`src/rtl/mem_lsu_pkg.sv`:
```
// Shared types, constants and operation codes for the load/store unit.
// Holds the register-bus widths, the reset and enable constants, the aluop
// load/store codes, the FSM state type and small lane helpers.
package mem_lsu_pkg;

  localparam int REG_W      = 32;
  localparam int REG_ADDR_W = 5;
  localparam int ALUOP_W    = 8;

  typedef logic [REG_W-1:0]      reg_bus_t;
  typedef logic [REG_ADDR_W-1:0] reg_addr_t;
  typedef logic [ALUOP_W-1:0]    aluop_t;

  localparam reg_bus_t  ZERO_WORD     = '0;
  localparam reg_addr_t NOP_REG_ADDR  = '0;
  localparam logic      WRITE_DISABLE = 1'b0;
  localparam logic      WRITE_ENABLE  = 1'b1;

  localparam aluop_t ALU_NOP = 8'b0000_0000;
  localparam aluop_t ALU_ADD = 8'b0010_0000;
  localparam aluop_t ALU_LB  = 8'b1110_0000;
  localparam aluop_t ALU_LBU = 8'b1110_0100;
  localparam aluop_t ALU_LH  = 8'b1110_0001;
  localparam aluop_t ALU_LHU = 8'b1110_0101;
  localparam aluop_t ALU_LW  = 8'b1110_0011;
  localparam aluop_t ALU_SB  = 8'b1110_1000;
  localparam aluop_t ALU_SH  = 8'b1110_1001;
  localparam aluop_t ALU_SW  = 8'b1110_1011;

  typedef enum logic [1:0] {
    ST_IDLE = 2'd0,
    ST_WAIT = 2'd1,
    ST_DONE = 2'd2
  } lsu_state_e;

  typedef enum logic [1:0] {
    SZ_BYTE = 2'd0,
    SZ_HALF = 2'd1,
    SZ_WORD = 2'd2
  } acc_size_e;

  function automatic logic is_load(input aluop_t op);
    return (op == ALU_LB) || (op == ALU_LBU) || (op == ALU_LH) ||
           (op == ALU_LHU) || (op == ALU_LW);
  endfunction

  function automatic logic is_store(input aluop_t op);
    return (op == ALU_SB) || (op == ALU_SH) || (op == ALU_SW);
  endfunction

  function automatic acc_size_e acc_size(input aluop_t op);
    case (op)
      ALU_LB, ALU_LBU, ALU_SB: return SZ_BYTE;
      ALU_LH, ALU_LHU, ALU_SH: return SZ_HALF;
      default:                 return SZ_WORD;
    endcase
  endfunction

  // Big-endian lane enables: byte offset 0 is the most significant lane.
  function automatic logic [3:0] byte_sel(input aluop_t op, input logic [1:0] off);
    case (acc_size(op))
      SZ_BYTE: begin
        case (off)
          2'd0:    return 4'b1000;
          2'd1:    return 4'b0100;
          2'd2:    return 4'b0010;
          default: return 4'b0001;
        endcase
      end
      SZ_HALF: return off[1] ? 4'b0011 : 4'b1100;
      default: return 4'b1111;
    endcase
  endfunction

  // Store data is replicated so every enabled lane carries the operand.
  function automatic reg_bus_t store_lanes(input aluop_t op, input reg_bus_t d);
    case (acc_size(op))
      SZ_BYTE: return {4{d[7:0]}};
      SZ_HALF: return {2{d[15:0]}};
      default: return d;
    endcase
  endfunction

endpackage

```
`src/rtl/mem_lsu_lane_ext.sv`:
```
// Picks the addressed byte/halfword out of a big-endian read word and
// sign- or zero-extends it according to the load operation.
module mem_lane_ext
  import mem_lsu_pkg::*;
(
  input  aluop_t     op,
  input  logic [1:0] byte_off,
  input  reg_bus_t   rdata,
  output reg_bus_t   ext
);

  logic [7:0]  byte_v;
  logic [15:0] half_v;

  // Lane select and extension, purely combinational.
  always_comb begin
    byte_v = rdata[7:0];
    case (byte_off)
      2'd0:    byte_v = rdata[31:24];
      2'd1:    byte_v = rdata[23:16];
      2'd2:    byte_v = rdata[15:8];
      default: byte_v = rdata[7:0];
    endcase
    half_v = byte_off[1] ? rdata[15:0] : rdata[31:16];
    case (op)
      ALU_LB:  ext = {{24{byte_v[7]}}, byte_v};
      ALU_LBU: ext = {24'h0, byte_v};
      ALU_LH:  ext = {{16{half_v[15]}}, half_v};
      ALU_LHU: ext = {16'h0, half_v};
      default: ext = rdata;
    endcase
  end

endmodule

```
`src/rtl/mem_lsu.sv`:
```
// Load/store unit of the MEM stage. Non-memory results pass straight
// through; loads and stores run a three-state IDLE/WAIT/DONE sequence on
// the data bus and stall the pipeline until the result is ready.
// Optional build macro: MEM_ALIGN_CHECK_EN (abort misaligned half/word
// accesses with a bus error instead of issuing them).
//
// Data-bus handshake: mem_req_o rises on the first WAIT cycle and stays
// high, with mem_addr_o/mem_sel_o/mem_we_o/mem_data_o stable, until a cycle
// in which mem_ack_i is high; that cycle completes the transfer (read data
// is sampled on mem_data_i then) and mem_req_o drops on the next edge.
// A WAIT that sees no ack for TIMEOUT cycles is abandoned the same way.
module mem_lsu
  import mem_lsu_pkg::*;
#(
  parameter int ADDR_W  = 32,
  parameter int TIMEOUT = 255
) (
  input  logic              clk,
  input  logic              rst,
  input  reg_bus_t          wdata_i,
  input  reg_addr_t         wd_i,
  input  logic              wreg_i,
  input  aluop_t            aluop_i,
  input  logic [ADDR_W-1:0] mem_addr_i,
  input  reg_bus_t          reg2_i,
  input  logic              flush_i,
  output reg_bus_t          wdata_o,
  output reg_addr_t         wd_o,
  output logic              wreg_o,
  output logic              mem_req_o,
  output logic              mem_we_o,
  output logic [ADDR_W-1:0] mem_addr_o,
  output logic [3:0]        mem_sel_o,
  output logic [31:0]       mem_data_o,
  input  logic              mem_ack_i,
  input  logic [31:0]       mem_data_i,
  output logic              stallreq_o,
  output logic              bus_err_o,
  output lsu_state_e        state_dbg
);

  localparam logic [15:0] TIMEOUT_LAST = 16'(TIMEOUT - 1);

  lsu_state_e  state;
  aluop_t      op_q;
  logic [1:0]  off_q;
  reg_addr_t   wd_q;
  logic        wreg_q;
  logic        flush_q;
  logic        err_q;
  logic [15:0] wait_cnt;
  reg_bus_t    result_q;
  reg_bus_t    load_ext;
  logic        is_mem_in;
  logic        flush_seen;
  logic        align_fault;

  assign is_mem_in  = is_load(aluop_i) || is_store(aluop_i);
  assign flush_seen = flush_q || flush_i;
  assign state_dbg  = state;

`ifdef MEM_ALIGN_CHECK_EN
  // Halfwords need addr[0]=0, words need addr[1:0]=0.
  always_comb begin
    align_fault = 1'b0;
    case (acc_size(aluop_i))
      SZ_HALF: align_fault = mem_addr_i[0];
      SZ_WORD: align_fault = |mem_addr_i[1:0];
      default: align_fault = 1'b0;
    endcase
  end
`else
  assign align_fault = 1'b0;
`endif

  mem_lane_ext u_lane_ext (
    .op       (op_q),
    .byte_off (off_q),
    .rdata    (mem_data_i),
    .ext      (load_ext)
  );

  // Access sequencer: latches the request, drives the bus and captures data.
  always_ff @(posedge clk) begin
    if (rst) begin
      state      <= ST_IDLE;
      op_q       <= ALU_NOP;
      off_q      <= 2'b00;
      wd_q       <= NOP_REG_ADDR;
      wreg_q     <= WRITE_DISABLE;
      flush_q    <= 1'b0;
      err_q      <= 1'b0;
      wait_cnt   <= 16'd0;
      result_q   <= ZERO_WORD;
      mem_req_o  <= 1'b0;
      mem_we_o   <= 1'b0;
      mem_addr_o <= '0;
      mem_sel_o  <= 4'b0000;
      mem_data_o <= 32'h0;
      bus_err_o  <= 1'b0;
    end else begin
      bus_err_o <= 1'b0;
      case (state)
        ST_IDLE: begin
          if (is_mem_in && !flush_i) begin
            op_q     <= aluop_i;
            off_q    <= mem_addr_i[1:0];
            wd_q     <= wd_i;
            wreg_q   <= wreg_i;
            flush_q  <= 1'b0;
            wait_cnt <= 16'd0;
            result_q <= ZERO_WORD;
            if (align_fault) begin
              err_q     <= 1'b1;
              bus_err_o <= 1'b1;
              state     <= ST_DONE;
            end else begin
              err_q      <= 1'b0;
              mem_req_o  <= 1'b1;
              mem_we_o   <= is_store(aluop_i);
              mem_addr_o <= {mem_addr_i[ADDR_W-1:2], 2'b00};
              mem_sel_o  <= byte_sel(aluop_i, mem_addr_i[1:0]);
              mem_data_o <= is_store(aluop_i) ? store_lanes(aluop_i, reg2_i) : 32'h0;
              state      <= ST_WAIT;
            end
          end
        end
        ST_WAIT: begin
          if (flush_i) flush_q <= 1'b1;
          if (mem_ack_i) begin
            mem_req_o <= 1'b0;
            mem_we_o  <= 1'b0;
            mem_sel_o <= 4'b0000;
            result_q  <= load_ext;
            state     <= flush_seen ? ST_IDLE : ST_DONE;
          end else if (wait_cnt == TIMEOUT_LAST) begin
            mem_req_o <= 1'b0;
            mem_we_o  <= 1'b0;
            mem_sel_o <= 4'b0000;
            wait_cnt  <= wait_cnt + 16'd1;
            if (flush_seen) begin
              state <= ST_IDLE;
            end else begin
              err_q     <= 1'b1;
              bus_err_o <= 1'b1;
              state     <= ST_DONE;
            end
          end else begin
            wait_cnt <= wait_cnt + 16'd1;
          end
        end
        ST_DONE: begin
          state <= ST_IDLE;
        end
        default: begin
          state <= ST_IDLE;
        end
      endcase
    end
  end

  // Write-back and stall outputs; reset forces the no-write defaults.
  always_comb begin
    wdata_o    = ZERO_WORD;
    wd_o       = NOP_REG_ADDR;
    wreg_o     = WRITE_DISABLE;
    stallreq_o = 1'b0;
    if (!rst) begin
      case (state)
        ST_IDLE: begin
          if (is_mem_in) begin
            stallreq_o = !flush_i;
          end else begin
            wdata_o = wdata_i;
            wd_o    = wd_i;
            wreg_o  = wreg_i;
          end
        end
        ST_WAIT: begin
          stallreq_o = 1'b1;
        end
        ST_DONE: begin
          wdata_o = result_q;
          wd_o    = wd_q;
          wreg_o  = wreg_q && is_load(op_q) && !err_q && !flush_i;
        end
        default: begin
          stallreq_o = 1'b0;
        end
      endcase
    end
  end

endmodule

```
`config.mk`:
```
export PLATFORM = sky130hd
export DESIGN_NAME = mem_lsu
export DESIGN_NICKNAME = d
export VERILOG_FILES = /design/src/rtl/mem_lsu_pkg.sv /design/src/rtl/mem_lsu_lane_ext.sv /design/src/rtl/mem_lsu.sv
export SDC_FILE = /design/constraint.sdc
export NUM_CORES = 1
export LEC_CHECK = 0
export CAP_MARGIN = 20
export CORE_AREA = 2 2 136 138
export CTS_BUF_LIST = sky130_fd_sc_hd__clkbuf_16
export CTS_CLUSTER_DIAMETER = 60
export DETAILED_ROUTE_END_ITERATION = 10
export DIE_AREA = 0 0 138 140
export GPL_ROUTABILITY_DRIVEN = 0
export PLACE_DENSITY_LB_ADDON = 0.08
export RECOVER_POWER = 50
export SETUP_SLACK_MARGIN = 0.4
export SYNTH_ARGS = -nofsm -noshare
export SYNTH_HDL_FRONTEND = slang
export SYNTH_HIERARCHICAL = 1
export SYNTH_SLANG_ARGS = --single-unit
```
`constraint.sdc`:
```
create_clock -name clk -period 1.8 [get_ports clk]
set_input_delay 0.18 -clock clk [delete_from_list [all_inputs] [get_ports clk]]
set_output_delay 0.18 -clock clk [all_outputs]
set_load 0.02 [all_outputs]
```
; ---- After elaboration in Yosys (flattened, before gate mapping)
; Index checks and enable logic that the tools add are counted.
[word_totals]
regBits = 137
latch_bits = 0
ramBits = 0
rom_bits = 0
input_bits = 146
n_memories = 0
[classes]
n_addsub = 1
mul = 0
n_div = 0
order_cmp = 0
n_eq_ne = 28
shift = 0
mux = 53
n_bitwise = 2
n_reduce_logical = 33
[op_table]
columns = op, n
row1 = case mux 32 bit (2 select lines), 3
row2 = two-way mux 32 bit, 5
row3 = case mux 32 bit (4 select lines), 1
row4 = == test 8 bit (second input constant), 13
row5 = two-way mux 16 bit, 3
row6 = case mux 16 bit (2 select lines), 1
row7 = case mux 8 bit (3 select lines), 1
row8 = adder 16 x 1 -> 16 bit (second input constant), 1
row9 = == test 16 x 8 -> 1 bit (second input constant), 1
row10 = two-way mux 4 bit, 4
row11 = case mux 4 bit (2 select lines), 2
row12 = two-way mux 1 bit, 14
row13 = two-way mux 2 bit, 7
row14 = logical OR 1 bit, 12
row15 = != test 2 bit (second input constant), 6
row16 = case mux 1 bit (2 select lines), 6
row17 = case mux 4 bit (3 select lines), 1
row18 = AND reduction 3 bit, 4
row19 = two-way mux 5 bit, 2
row20 = case mux 5 bit (2 select lines), 1
row21 = == test 2 x 1 -> 1 bit (second input constant), 4
row22 = zero test 2 bit, 4
row23 = case mux 2 bit (2 select lines), 2
row24 = == test 2 bit (second input constant), 3
row25 = other kinds (9), 16

; ---- Logic depth before layout (Yosys ltp)
; Gate-level depths: netlist (run 1).
[logic_depth]
word_depth = 14
mapped_depth = 8

; ---- Cells and area by module
; Netlist (run 1), hierarchy kept.
[by_module_without_submodules]
columns = module, n_inst, cells_per_inst, area_per_inst_um2, seq_area_each_um2
row1 = mem_lsu, 1, 759, 6269.8, 2742.6
row2 = mem_lane_ext, 1, 116, 975.9, 0.0

; ---- Worst setup path before layout (run 1)
; No wires, ideal clock.
[synth_path]
kind = reg2out
from = register state[1] (netlist: state_dbg[1])
to = output port wreg_o
t_arrival_ps = 1758
required_ps = 1620
setup_slack_ps = -138
path_stages_with_launch = 6
path_buffers = 2
cell_sequence = dfxtp_1 -> clkbuf_1 -> nor2_1 -> clkbuf_1 -> nand3_1 -> a21oi_1
[synth_between]
elab_chain_cells = 3
word_cells_on_any_way = 4
classes_between = 1 x eq/ne / 2 x mux / 1 x reduce/logical
[synth_lines]
columns = element, line
row1 = from (decl), mem_lsu.sv:44  ; lsu_state_e state;
row2 = from (signal assigned), mem_lsu.sv:135  ; state <= flush_seen ? ST_IDLE : ST_DONE;
row3 = == test 2 bit or zero test 2 bit (tied branches), mem_lsu.sv:169  ; case (state)
row4 = case mux 1 bit (2 select lines) (*), mem_lsu.sv:169
row5 = two-way mux 1 bit (*), mem_lsu.sv:168  ; if (!rst) begin
row6 = to (decl), mem_lsu.sv:29  ; output logic wreg_o,
; Every way passes the cells marked *; elsewhere a longest branch is shown, timed or not.

; ---- Final worst setup path (run 1)
[layout_path]
from = register state[1] (netlist: state_dbg[1])
to = register mem_addr_o[3]
[layout_between]
elab_chain_cells = 2
[layout_lines]
columns = element, line
row1 = zero test 2 bit, mem_lsu.sv:103  ; case (state)
row2 = AND reduction 2 bit (no line), --
row3 = to (signal assigned), mem_lsu.sv:121  ; mem_addr_o <= {mem_addr_i[ADDR_W-1:2], 2'b00};
row4 = to (decl), mem_lsu.sv:32  ; output logic [ADDR_W-1:0] mem_addr_o,
; Every way passes these cells.
; A chain may end at the register's enable or synchronous reset.

==> flow_metrics.py, run 1 <==
metrics = {
    "synth": {
        "seq_area_frac_synth_pct": 37.9,
        "synth-async-reset-ratio_pct": 0,
        "netlist_area_um2": 7250,
        "synth_enable_flop_cells": 0,
        "ys_ff_latch": 137,
        "synth_ff_type": "dfxtp_1",
        "yosys_warnings": 6,
        "synth_cell_types": 64,
        "postSynthAreaPerCell_um2": 8.28,
        "syn_inst": 875,
    },
    "worst_hold_path": {
        "min_to": "op_q[2]",
        "hold_path_startpoint": "aluop_i[2]",
        "min_path_type": "in -> reg",
        "hold_depth": 4,
    },
    "worst_setup_path": {
        "worst_path_max_delay_cell": "or3_4",
        "rrSetupSlack_ps": -120,
        "start_kind": "register",
        "reg2reg_to": "mem_addr_o[3]",
        "crit_buf_inv": 3,
        "crit_chain": "or3_4, buf_6, a211o_4, buf_12, clkbuf_16, nand2_1, a21oi_1",
        "cp-startpoint": "state_dbg[1]",
        "critPathTopFamily": "simple AND/OR/NAND/NOR gates",
        "cp-end-kind": "register",
        "cp_max_fo": 5,
        "r2r-start": "state_dbg[1]",
        "crit_arrival_ps": 2210,
        "cp.required_ps": 2090,
        "worst_r2r_path_depth": 7,
        "crit_type": "reg -> reg",
        "slowest_delay_ps": 420,
    },
    "cts": {
        "ctsLongestPathBuffers": 2,
        "htreeDepth": 4,
        "cts_sinks": 137,
        "clock_latency_ps": 440,
        "tritoncts": "built",
        "hold_buffers": 0,
        "clkTransAtPathRegs_ps": 70,
        "cts-root-buf": "clkbuf_16",
        "cts_inserted_buffers": 17,
    },
    "pwr": {
        "p_int_mw": 5.71,
        "clkPwrFrac_pct": 43.2,
        "p_sw_share_pct": 30.0,
        "ir_worst_vdd_mv": 0.677,
        "combPwrFrac_pct": 19.3,
        "power_density_nw_per_um2": 556,
        "p_switching_mw": 2.44,
        "seq_power_share_pct": 37.4,
        "p_leak_nw": 5.27,
    },
    "detailed_routing": {
        "met2_length_mm": 18.9,
        "top_layer_used": "met4",
        "ant_nets": 0,
        "dr.pass1.iters": 5,
        "vias": 9459,
        "drt-wirelength-per-cell_um": 25.5,
        "drtIter0Drc": 960,
        "viasPerCell": 6.29,
        "wl_met1_mm": 14.1,
        "route.met3.wl_mm": 3.09,
        "drt_wl_total_mm": 38.3,
        "drc": 0,
    },
    "layout": {
        "area_delta_synth_final_pct": 102,
        "final_common_cell": "clkdlybuf4s50_1",
        "fin_area_um2": 14700,
        "layout_common_cells": "clkdlybuf4s50_1, dfxtp_1, buf_4",
        "nNetsFinal": 1409,
        "drive_above_1_share_pct": 49.1,
    },
    "place": {
        "portBuffers": 255,
        "hpwlAfterDp_mm": 18.1,
        "dpl_cell_area_um2": 11100,
    },
    "die": {
        "dieArea_um2": 19300,
        "die_y_um": 140,
        "initial_core_util_pct": 40.8,
        "dieWidth_um": 138,
        "top_level_ports": 258,
        "row_count": 49,
        "core_um2": 17800,
    },
    "sta": {
        "setup_viol_count_final": 101,
        "fmax_mhz": 520,
        "fin_crit_ps": 1920,
        "fin_skew_ps": 8.76,
        "worst-slew-pin-transition_ps": 521,
        "rsz0062_at_grt": "true",
        "slew_violations": 0,
        "finalWorstSetupSlack_ps": -123,
        "fin_setup_tns_ps": -3570,
        "min_period_over_period_pct": 107,
        "final-hold-violation-count": 0,
        "max_slew_margin_pct": 65.1,
    },
    "global_routing": {
        "antenna_found_initial": 0,
        "grt_first_pass_wirelength_mm": 46.7,
        "grt_max_degree": 51,
        "grt_usage_pct": 30.0,
        "grt_pass1_vias": 8393,
        "grt_overflow": 0,
    },
    "flow_run": {
        "maxCapViolCount": 0,
    },
    "run_status": {
        "status": "finished, violations left",
        "violations": "setup timing",
    },
}
-- through the flow --
step                      hold slack [ps]  setup slack, ps  std cells  utilization (%)  power (mW)
after floorplan                       313             28.4        876                -        3.63
after global placement                436             -543       1376             62.2        4.27
after detailed placement              442             -577       1376             62.2        4.28
after CTS                             162            -33.5       1470             75.7        7.88
after global routing                  218             -146       1503             82.4        8.32
final                                 207             -123       1504             82.5        8.16
-- flip-flops by register name, indices dropped and copies added (netlist names) --
| signal | flops |
|---|---|
| mem_req_o | 1 |
| bus_err_o | 1 |
| err_q | 1 |
| result_q | 32 |
| wreg_q | 1 |
| mem_sel_o | 4 |
| flush_q | 1 |
| mem_data_o | 32 |
| off_q | 2 |
| wait_cnt | 16 |
| mem_addr_o | 30 |
| op_q | 8 |
| mem_we_o | 1 |
| state_dbg | 2 |
| wd_q | 5 |
-- Yosys cell counts, types with 9 or more instances --
cell	number	area share, %
nand2b_1	13	1.1
mux2i_1	17	2.3
a32oi_1	36	4.4
a31oi_1	9	0.78
inv_1	23	1.2
clkbuf_1	52	2.7
nand4_1	9	0.78
o2111ai_1	18	2.2
or3_1	11	0.95
a21o_1	10	1.0
nand3_1	37	2.6
o2bb2ai_1	23	2.8
buf_4	14	1.5
a22o_1	33	4.0
buf_2	21	1.5
nand2_1	130	6.7
a21oi_1	89	6.1
o21ai_0	14	0.97
mux2_2	10	1.6
dfxtp_1	137	38
nor2_1	61	3.2
-- power groups by stage --
stage | combinational, mW | clock (mW) | sequential (mW)
finish | 1.58 | 3.53 | 3.05
global route | 1.63 | 3.64 | 3.05
CTS | 1.35 | 3.47 | 3.05
detailed placement | 1.16 | 0 | 3.12
global placement | 1.15 | 0 | 3.12
floorplan | 0.506 | 0 | 3.13
-- cell type report --
| cell class | instances | area [um2] |
|---|---|---|
| diodes | 1 | 2.50 |
| clock buffers | 17 | 425 |
| clock inverters | 15 | 154 |
| fillers | 984 | 3120 |
| inverters | 24 | 90.1 |
| multi-input cells | 625 | 6110 |
| flip-flops and latches | 137 | 2760 |
| well taps | 229 | 287 |
| repair buffers | 456 | 4830 |
-- worst max path at each step --
| stage | slack, ps | cells after the start | endpoint |
|---|---|---|---|
| after floorplan | 30 | 5 | result_q[8] |
| after global placement | -540 | 7 | wdata_o[7] |
| after detailed placement | -580 | 7 | wd_o[3] |
| after CTS | -30 | 7 | wdata_o[29] |
| after global routing | -150 | 7 | mem_addr_o[3] |
| final | -120 | 7 | mem_addr_o[3] |
-- repair_timing --
item	in CTS	in global routing
hold endpoints to repair	0	0
cloned	20	21
pin swaps	94	151
endpoints found under the setup margin	247	246
resized for setup	440	282
setup buffers	42	12
-- layer usage --
layer  GRT usage, %  up-vias
met5              0        -
met4           9.72        0
met3           6.67      186
met2           50.3      630
met1           38.6     4584
li1               -     4059
-- logic make-up (layout without fill, tap and decap cells) --
group,Yosys count,in the layout,share of synthesized area (%)
AOI/OAI and AO/OA,276,281,27.6
buffers and inverters,119,512,7.87
other,1,3,0.0518
xor gates and xnor gates,2,2,0.242
and+or+nand+nor,303,303,19.7
muxes,35,35,6.39
adders and majority gates,2,2,0.345
DFF,137,137,37.9
-- worst reg2reg max path, cell delays in order, from the launching register on --
cell and delay [ps]:
dfxtp_4 370, or3_4 430, buf_6 140, a211o_4 370, buf_12 170, clkbuf_16 160, nand2_1 70, a21oi_1 80
No activity file was read; power rests on OpenSTA's default activity.
==> run 2, diff against run 1 <==
- PLACE_DENSITY_LB_ADDON: 0.08 -> 0.12
==> flow_metrics.py, run 2 (synthesis results as in run 1) <==
metrics = {
    "run_status": {
        "status": "finished, violations left",
        "violations": "setup timing",
    },
    "sta": {
        "setup_viol_count_final": 155,
        "min_period_over_period_pct": 115,
        "fin_crit_ps": 2070,
        "hold_ws_ps": 229,
        "max_slew_margin_pct": 59.8,
        "final-hold-violation-count": 0,
        "fmax_mhz": 484,
        "fin_skew_ps": 12.8,
        "slew_violations": 0,
        "rsz0062_at_grt": "true",
        "finalWorstSetupSlack_ps": -266,
        "worst-slew-pin-transition_ps": 600,
    },
    "layout": {
        "drive_above_1_share_pct": 51.4,
        "final_util_pct": 86.1,
        "final_common_cell": "clkdlybuf4s50_1",
        "area_delta_synth_final_pct": 111,
        "fin_area_um2": 15300,
        "nNetsFinal": 1415,
        "reg_top3": "mem_data_o: 32 flops, result_q: 32 flops, mem_addr_o: 30 flops",
        "layout_common_cells": "clkdlybuf4s50_1, dfxtp_1, buf_6",
    },
    "worst_setup_path": {
        "slowest_delay_ps": 430,
        "crit_arrival_ps": 1890,
        "worst_path_max_delay_cell": "dfxtp_1",
        "cp-end-kind": "output pin",
        "crit_type": "reg -> out",
        "cp.required_ps": 1620,
        "cp_max_fo": 3,
        "crit_chain": "nor4b_1, nand3_1, a21oi_2, clkbuf_2",
        "critPathTopFamily": "simple AND/OR/NAND/NOR gates",
        "start_kind": "register",
        "crit_buf_inv": 1,
    },
    "global_routing": {
        "grt_overflow": 0,
        "grt_max_degree": 63,
        "antenna_found_initial": 1,
        "grt_usage_pct": 32.9,
        "grt_pass1_vias": 8992,
        "grt_first_pass_wirelength_mm": 50.4,
    },
    "detailed_routing": {
        "dr.pass1.iters": 6,
        "drt-wirelength-per-cell_um": 28.2,
        "ant_nets": 0,
        "drtIter0Drc": 835,
        "drt_wl_total_mm": 42.6,
        "viasPerCell": 6.48,
        "vias": 9783,
        "drc": 0,
    },
    "die": {
        "dieWidth_um": 138,
        "die_y_um": 140,
        "core_um2": 17800,
        "dieArea_um2": 19300,
        "top_level_ports": 258,
        "row_count": 49,
        "initial_core_util_pct": 40.8,
    },
    "place": {
        "dpl_cell_area_um2": 11000,
        "portBuffers": 255,
        "hpwlAfterDp_mm": 18.3,
    },
    "cts": {
        "ctsLongestPathBuffers": 2,
        "tritoncts": "built",
        "cts_sinks": 137,
        "hold_buffers": 0,
        "htreeDepth": 4,
        "clkTransAtPathRegs_ps": 60,
        "clock_latency_ps": 430,
        "cts-root-buf": "clkbuf_16",
        "cts_inserted_buffers": 17,
    },
    "pwr": {
        "ir_worst_vdd_mv": 0.704,
        "finalPower_mw": 8.54,
        "power_density_nw_per_um2": 558,
        "combPwrFrac_pct": 19.1,
        "seq_power_share_pct": 35.8,
        "p_leak_nw": 5.94,
        "p_int_mw": 6.31,
        "p_switching_mw": 2.22,
        "p_sw_share_pct": 26.0,
        "clkPwrFrac_pct": 45.1,
    },
    "flow_run": {
        "maxCapViolCount": 0,
    },
    "worst_hold_path": {
        "min_path_type": "in -> reg",
    },
}
## run 2: repair_timing
action / CTS / global route
gates resized for setup: 406 / 410
pin swaps: 64 / 175
cloned: 27 / 7
setup buffers: 50 / 26
endpoints found under the setup margin: 247 / 246
## run 2: worst paths after layout
path / from / end / slack, ps / cells after the start
setup reg to reg: state_dbg[0] / mem_data_o[4] / -200 / 9
hold / removal: aluop_i[2] / op_q[2] / 230 / 4
hold reg to reg: mem_addr_o[19] / mem_addr_o[19] / 460 / 2
setup / recovery: op_q[7] / wreg_o / -270 / 4
## run 2: per-stage QoR
step                instances  worst slack, ps  TNS, ps
floorplan                 876             28.4        0
global placement         1367             -547   -68550
detailed placement       1367             -563   -69600
finish                   1509             -266   -15580
CTS                      1474             -163   -11150
global route             1508             -273   -21740
## run 2: worst reg2reg max path, stage by stage, from the launching register on
cell,delay (ps)
dfxtp_4,370
buf_6,140
or3_4,390
a211oi_4,220
buf_6,160
buf_12,120
buf_12,120
buf_12,140
nand3_4,100
a21oi_2,170
## run 2: layer usage
metal | global-route usage, % | vias up | share of wire [%]
li1 | - | 4038 | -
met1 | 37.2 | 4735 | 32
met2 | 57.4 | 742 | 49
met3 | 8.51 | 268 | 9.4
met4 | 17.0 | 0 | 9.1
met5 | 0 | - | 0
## run 2: area by class of cell
| type | count | area (um2) |
|---|---|---|
| Antenna cell | 2 | 5.00 |
| Clock buffer | 17 | 425 |
| Sequential cell | 137 | 2760 |
| Fill cell | 793 | 2480 |
| Inverter | 24 | 92.6 |
| Clock inverter | 13 | 203 |
| Tap cell | 229 | 287 |
| Multi-Input combinational cell | 620 | 6190 |
| Timing Repair Buffer | 467 | 5340 |
## run 2: power groups by stage
stage	clock (mW)	combinational, mW	sequential [mW]
finish	3.85	1.63	3.05
global route	4.00	1.67	3.05
detailed placement	0	1.15	3.12
global placement	0	1.14	3.12
floorplan	0	0.506	3.13
CTS	3.83	1.38	3.05
==> run 3, diff against run 2 <==
- CAP_MARGIN: 20 -> 40
==> results of run 3 <==
Same layout as run 2: the final DEF is identical, and so are final timing and power.
